## src/rtl/reg_file_mp.sv

```systemverilog
// Multi-read-port, single-write-port, byte-enabled register file with a
// sequential clear engine (one word per cycle) so the storage can map to RAM.

module reg_file_mp_rd_port #(
    parameter int ADDR_WIDTH     = 5,
    parameter int BYTES_PER_WORD = 4,
    parameter int ZERO_REG0      = 1,
    parameter int BYPASS         = 1
) (
    input  logic                          clk,
    input  logic                          rst,
    input  logic                          ready,
    input  logic                          rd_en,
    input  logic [ADDR_WIDTH-1:0]         rd_addr,
    input  logic [8*BYTES_PER_WORD-1:0]   stored,
    input  logic                          wr_go,
    input  logic [ADDR_WIDTH-1:0]         wr_addr,
    input  logic [BYTES_PER_WORD-1:0]     byte_en,
    input  logic [8*BYTES_PER_WORD-1:0]   wr_data,
    output logic [8*BYTES_PER_WORD-1:0]   rd_data
);
    logic [8*BYTES_PER_WORD-1:0] merged;

    // Forward enabled write lanes; word 0 overrides everything when hardwired.
    always_comb begin
        merged = stored;
        if (BYPASS != 0 && wr_go && wr_addr == rd_addr) begin
            for (int i = 0; i < BYTES_PER_WORD; i++)
                if (byte_en[i])
                    merged[8*i +: 8] = wr_data[8*i +: 8];
        end
        if (ZERO_REG0 != 0 && rd_addr == '0)
            merged = '0;
    end

    always_ff @(posedge clk) begin
        if (rst)
            rd_data <= '0;
        else if (ready && rd_en)
            rd_data <= merged;
    end
endmodule

module reg_file_mp #(
    parameter int ADDR_WIDTH     = 5,
    parameter int BYTES_PER_WORD = 4,
    parameter int NUM_RD_PORTS   = 2,
    parameter int ZERO_REG0      = 1,
    parameter int BYPASS         = 1
) (
    input  logic                                    clk,
    input  logic                                    rst,
    output logic                                    busy,
    input  logic [NUM_RD_PORTS-1:0]                 rd_en,
    input  logic [NUM_RD_PORTS*ADDR_WIDTH-1:0]      rd_addr,
    output logic [NUM_RD_PORTS*8*BYTES_PER_WORD-1:0] rd_data,
    input  logic                                    wr_en,
    input  logic [ADDR_WIDTH-1:0]                   wr_addr,
    input  logic [BYTES_PER_WORD-1:0]               byte_en,
    input  logic [8*BYTES_PER_WORD-1:0]             wr_data
);
    localparam int W     = 8*BYTES_PER_WORD;
    localparam int DEPTH = 2**ADDR_WIDTH;

    typedef enum logic {CLEAR, READY} state_t;

    state_t                  state, state_nx;
    logic [ADDR_WIDTH-1:0]   clr_cnt, clr_cnt_nx;
    logic                    mem_we, wr_go;
    logic [ADDR_WIDTH-1:0]   mem_addr;
    logic [BYTES_PER_WORD-1:0] mem_be;
    logic [W-1:0]            mem_wdata;
    logic [W-1:0]            mem [DEPTH];
    logic [NUM_RD_PORTS-1:0][W-1:0] stored;

    always_ff @(posedge clk) begin
        if (rst) begin
            state   <= CLEAR;
            clr_cnt <= '0;
        end else begin
            state   <= state_nx;
            clr_cnt <= clr_cnt_nx;
        end
    end

    // The clear engine borrows the single write port while busy.
    always_comb begin
        state_nx   = state;
        clr_cnt_nx = clr_cnt;
        mem_we     = 1'b0;
        wr_go      = 1'b0;
        mem_addr   = wr_addr;
        mem_be     = byte_en;
        mem_wdata  = wr_data;
        case (state)
            CLEAR: begin
                mem_we     = 1'b1;
                mem_addr   = clr_cnt;
                mem_be     = '1;
                mem_wdata  = '0;
                clr_cnt_nx = clr_cnt + 1'b1;
                if (clr_cnt == '1)
                    state_nx = READY;
            end
            READY: begin
                wr_go  = wr_en;
                mem_we = wr_en && !(ZERO_REG0 != 0 && wr_addr == '0);
            end
            default: state_nx = CLEAR;
        endcase
    end

    assign busy = (state == CLEAR);

    always_ff @(posedge clk) begin
        if (!rst && mem_we) begin
            for (int i = 0; i < BYTES_PER_WORD; i++)
                if (mem_be[i])
                    mem[mem_addr][8*i +: 8] <= mem_wdata[8*i +: 8];
        end
    end

    for (genvar p = 0; p < NUM_RD_PORTS; p++) begin : g_rd
        assign stored[p] = mem[rd_addr[p*ADDR_WIDTH +: ADDR_WIDTH]];

        reg_file_mp_rd_port #(
            .ADDR_WIDTH     (ADDR_WIDTH),
            .BYTES_PER_WORD (BYTES_PER_WORD),
            .ZERO_REG0      (ZERO_REG0),
            .BYPASS         (BYPASS)
        ) u_port (
            .clk     (clk),
            .rst     (rst),
            .ready   (state == READY),
            .rd_en   (rd_en[p]),
            .rd_addr (rd_addr[p*ADDR_WIDTH +: ADDR_WIDTH]),
            .stored  (stored[p]),
            .wr_go   (wr_go),
            .wr_addr (wr_addr),
            .byte_en (byte_en),
            .wr_data (wr_data),
            .rd_data (rd_data[p*W +: W])
        );
    end
endmodule

```

## config.mk

```make
export PLATFORM = sky130hd
export DESIGN_NAME = reg_file_mp
export DESIGN_NICKNAME = d
export VERILOG_FILES = /design/src/rtl/reg_file_mp.sv
export SDC_FILE = /design/constraint.sdc
export NUM_CORES = 1
export LEC_CHECK = 0
export CAP_MARGIN = 20
export CORE_ASPECT_RATIO = 0.5
export CORE_MARGIN = 2
export CORE_UTILIZATION = 63
export CTS_BUF_LIST = sky130_fd_sc_hd__clkbuf_2 sky130_fd_sc_hd__clkbuf_4 sky130_fd_sc_hd__clkbuf_8
export DETAILED_ROUTE_END_ITERATION = 10
export PLACE_DENSITY = 0.81
export SLEW_MARGIN = 20
export SYNTH_ARGS = -nofsm -noshare
export SYNTH_HDL_FRONTEND = slang
export SYNTH_SLANG_ARGS = --single-unit
```

## constraint.sdc

```tcl
create_clock -name clk -period 4.5 [get_ports clk]
set_input_delay 0.45 -clock clk [delete_from_list [all_inputs] [get_ports clk]]
set_output_delay 0.45 -clock clk [all_outputs]
set_load 0.05 [all_outputs]
```

Word level (Yosys, flattened, before mapping):

Memory sizes are Yosys's and may differ from the RTL's.
Cells that the tools add are included.

* output and inout bits: 65
* memories kept: 1
* input port bits: 56
* bits in writable memories: 1024
* flip-flop bits (word level): 70
* logic and storage cells: 52

* reductions and logical operators: 11
* $add $sub $neg: 1
* bitwise logic cells: 1
* equality and inequality tests: 3
* muxes and demuxes: 31

Memory list
* mem: words 32, bits a word 32, read ports 2, clocked after memory_dff 0, write ports 1, line 73 `logic [W-1:0] mem [DEPTH];`

Operators with widths (number)
* $mux W32: 5
* $mux W8: 8
* $logic_not A5 Y1: 3
* $mux W1: 15
* $eq A5 B5 Y1: 2
* $logic_and A1 B1 Y1: 6
* $add A5 B1 Y5 const B: 1
* $eq A5 B5 Y1 const B: 1
* $mux W5: 1
* $mux W4: 1
* $logic_not A1 Y1: 2
* $pmux W1 S2: 1
* $not A1 Y1: 1

Longest topological paths before layout:

* depth in word-level cells: 7
* mapped depth: 9
* mapped depth without buffers: 5

Hierarchy:

A second synthesis with hierarchy kept.

* cell total of the unflattened synthesis: 4015
* area total of the unflattened synthesis: 53142.2 sq um

By module, submodules not included
* reg_file_mp: seq. area each 30869.6 sq um, cells each 3617, times used 1, area each 49994.2 sq um
* reg_file_mp_rd_port: seq. area each 640.6 sq um, cells each 199, times used 2, area each 1574.0 sq um

Least setup slack after synthesis:

Ideal clock, no wire load.

* path kind: register to register
* start point: register state
* end point: memory mem[21][16] in the netlist's numbering, enable pin
* buffers on the path: 1
* setup time: 0.383 ns
* setup slack: 1.881 ns
* data arrival time: 2.236 ns
* stages on the path, launching flop included: 6
* clock period less this slack: 2.619 ns
* required time: 4.117 ns
* cell sequence: dfxtp_1 clkinv_1 o32ai_1 nand2_1 clkbuf_1 nor3_1

* cells in the longest elaborated chain, start to end: 5
* elaborated cells on any way between the ends: 8
* classes of those cells: 6 x mux; 1 x bitwise; 1 x reduce/logical

Ends and longest elaborated chain
* start, declared: line 67 `state_t state, state_nx;`
* start signal, assigned: line 81 `state <= state_nx;`
* $not A1 Y1
* via busy: line 53 `output logic busy,`
* $pmux W1 S2: line 95 `case (state)`
* $logic_and A1 B1 Y1: line 116 `if (!rst && mem_we) begin`
* $mux W1: line 116
* $mux W1 (not written as such): line 119 `mem[mem_addr][8*i +: 8] <= mem_wdata[8*i +: 8];`
* end, declared: line 73

The timed path passes the listed nets, and every way through them passes these cells.

Final worst setup path:

* start point: register state
* end point: memory mem[16][7] in the netlist's numbering, enable pin

* cells in the longest elaborated chain, start to end: 5
* elaborated cells on any way between the ends: 8
* classes of those cells: 6 x mux; 1 x bitwise; 1 x reduce/logical

Ends and longest elaborated chain (line)
* $not A1 Y1
* $pmux W1 S2: 95
* $logic_and A1 B1 Y1: 116
* $mux W1: 116
* $mux W1 (not written as such): 119

Several ways; a longest one is shown, not always the timed one.

==> metrics <==
IO buf count 120; Final Max Tran Viols 0; final hold viol count 0; Mean Syn Cell Area 20.1 um2; vias post-DR 29,400; Worst VDD drop 0.266 mV; cell-internal power between 0.015 and 0.02 W; worst skew pair latency 830 ps; drt wl/cell approximately 34 um; Sum Neg Setup Slack 0 ps; synthesized cell area between 50,000 and 60,000 um2; Clk pwr share 39.2%; Startpoint Class flip-flop; layout cells sized above 1 38.3%; clk_skew 45.3 ps; sw power 0.00465 W; Setup violations, final 0; Synth Net Count about 2,600; met3 Resource Use GR 10.6%; Logic pwr share 7.1%; CTS buffer count 148; Routed WL 137,000 um; Post-synth EDFFs 1,024; part of the Yosys area used for sequential elements 63.4%; CTS tree done; Hold WC Path Type in -> reg; vias in the first global route 29,600; sequential share of power a little over half; GRT Total Usage 34.1%; drt drc 0; DIE AREA 83,000 um2; Leak 17.8 nW; dpl hpwl a little under 90,000 um; outcome finished clean; Vias/cell 7.36; TritonRoute pass-1 iters 6; main flop type after synthesis edfxtp_1; Hold Buf Count CTS 0; post-cts gate resize count 0; register bit count reported by yosys 1,094; Die Ht 205 um; final antenna-violating net count 0; Worst Path Max Fanout 59; crit end category flip-flop; drt first-iter violations 4,677; I/O pins 121; Max Cap Violations 0; Root Buffer clkbuf_8; Crit path required time 4920 ps; Final Wtd Congestion just under 1; core area 79,600 um2; Core Util, Final 72.0%; die width 405 um; Sinks on Clock Net approximately 1,100; initial core utilization 63.8%; placed inst area 54,000 um2; Rows 73; Fmax 284 MHz; Clock Path Buffers 3; Least-Margin Pin Slew 1170 ps; M1 GR Usage 49.2%; slew margin rel. 21.3%; warnings from Yosys 0; min Tclk post-route approximately 3500 ps; sw frac 22.6%; worst path arrival time 3940 ps; post-CTS setup buffer count 0; Area Growth Syn to Fin 12.8%; largest net degree at the start of global routing 87; count of cell types in the netlist 55; RSZ-0062 raised after global routing no; power density cells roughly 360 nW/um2; initial antenna violation count 4; total gr overflow 0; Tcrit/Tclk final 78.2%; global routing's busiest layer met2; asr flop ratio synth 0%; first-pass GRT wire length 201,000 um; H-tree depth 4; design area 57,300 um2; Clock transition at path regs 70 ps; Nets 2,837; crit path kind reg -> reg; GR Util met2 between 50% and 60%; Cells after Synth ~2,500
## cell type report
| cell class | instances | area, um2 |
|---|---|---|
| Antenna cell | 2 | 5.00 |
| Clock buffer | 215 | 2620 |
| Clock inverter | 59 | 526 |
| Fill cell | 4500 | 22300 |
| Inverter | 11 | 43.8 |
| Multi-Input combinational cell | 1228 | 17900 |
| Sequential cell | 1094 | 32200 |
| Tap cell | 1087 | 1360 |
| Timing Repair Buffer | 296 | 2700 |
## registers in the layout, summed over array words and instances, names as in the netlist
signal / count
mem: 1024
g_rd.u_port.rd_data: 64
state: 1
clr_cnt: 5
## routing by layer
metal	vias up	wire length, um
met3	317	20400
li1	11500	-
met5	-	18
met4	4	4440
met1	15200	48700
met2	2444	63700
## placed cells by master (no fill, tap or decap), drive strengths merged, types with 6 or more instances in the layout
cell / n
a21o: 7
a221oi: 24
a222oi: 6
a22oi: 62
and2: 32
buf: 183
bufinv: 7
clkbuf: 215
clkdlybuf4s50: 113
clkinv: 42
dfxtp: 70
edfxtp: 1024
inv: 16
mux2: 6
mux2i: 41
mux4: 606
nand2: 12
nand2b: 115
nand3: 59
nor2: 85
nor3: 59
nor4: 9
o21a: 6
o21ai: 8
o221ai: 6
o31ai: 15
or2: 18
xnor2: 11
## final timing paths
check	start	endpoint	slack (ps)	depth (start not counted)
worst max-delay path	state$_SDFF_PP0_	mem[16][7]$_DFFE_PP_	980	6
worst min-delay path	rd_addr[8]	g_rd[1].u_port.rd_data[26]$_SDFFE_PP0P_	270	4
worst max register to register	state$_SDFF_PP0_	mem[16][7]$_DFFE_PP_	980	6
worst min register to register	g_rd[1].u_port.rd_data[26]$_SDFFE_PP0P_	g_rd[1].u_port.rd_data[26]$_SDFFE_PP0P_	480	2
## cell families (layout without fill, tap and decap cells)
| logic type | Yosys count | in the layout | share of synthesized area [%] |
|---|---|---|---|
| buffers and inverters | 206 | 581 | 1.76 |
| adders and majority gates | 2 | 2 | 0.0493 |
| AOI/OAI and AO/OA | 158 | 158 | 2.44 |
| other | 0 | 2 | 0 |
| and+or+nand+nor | 403 | 403 | 4.36 |
| DFF | 1094 | 1094 | 63.4 |
| muxes | 653 | 653 | 27.8 |
| xor gates and xnor gates | 12 | 12 | 0.207 |
## critical path: stages, from the launching register on
cell and delay, ps:
dfxtp_2 330, buf_4 680, mux2_2 360, o211ai_1 100, buf_4 280, or2_2 450
nor2_1 880
## per-stage QoR
step | setup WS (ps) | cells | power (W) | hold slack, ps
after detailed placement | 986 | 3712 | 0.0127 | 471
after floorplan | 1880 | 2528 | 0.0123 | 504
after global routing | 969 | 3992 | 0.0211 | 226
final | 980 | 3992 | 0.0206 | 269
after global placement | 1100 | 3712 | 0.0127 | 466
after CTS | 1070 | 3986 | 0.0206 | 210
## cells in the mapped netlist (12+ instances only)
library cell / n / area (um2)
nand3_1: 59 / 295
o31ai_1: 15 / 113
clkbuf_1: 115 / 432
mux4_2: 606 / 13600
a22oi_1: 62 / 465
a221oi_1: 24 / 210
buf_1: 14 / 52.6
dfxtp_1: 70 / 1400
or2_2: 18 / 113
nand2b_1: 115 / 719
mux2i_1: 41 / 410
nor2_1: 85 / 319
nand2_1: 12 / 45.0
and2_1: 32 / 200
buf_2: 55 / 275
edfxtp_1: 1024 / 30700
nor3_1: 59 / 295
## power by group through the flow
stage                     combinational, W  sequential [W]  clock, W
after floorplan                    0.00101          0.0113         0
after global placement             0.00142          0.0113         0
after detailed placement           0.00144          0.0113         0
after CTS                          0.00144          0.0111   0.00812
after global routing               0.00152          0.0111   0.00853
final                              0.00146          0.0111   0.00806
No activity file was read; power rests on OpenSTA's default activity.
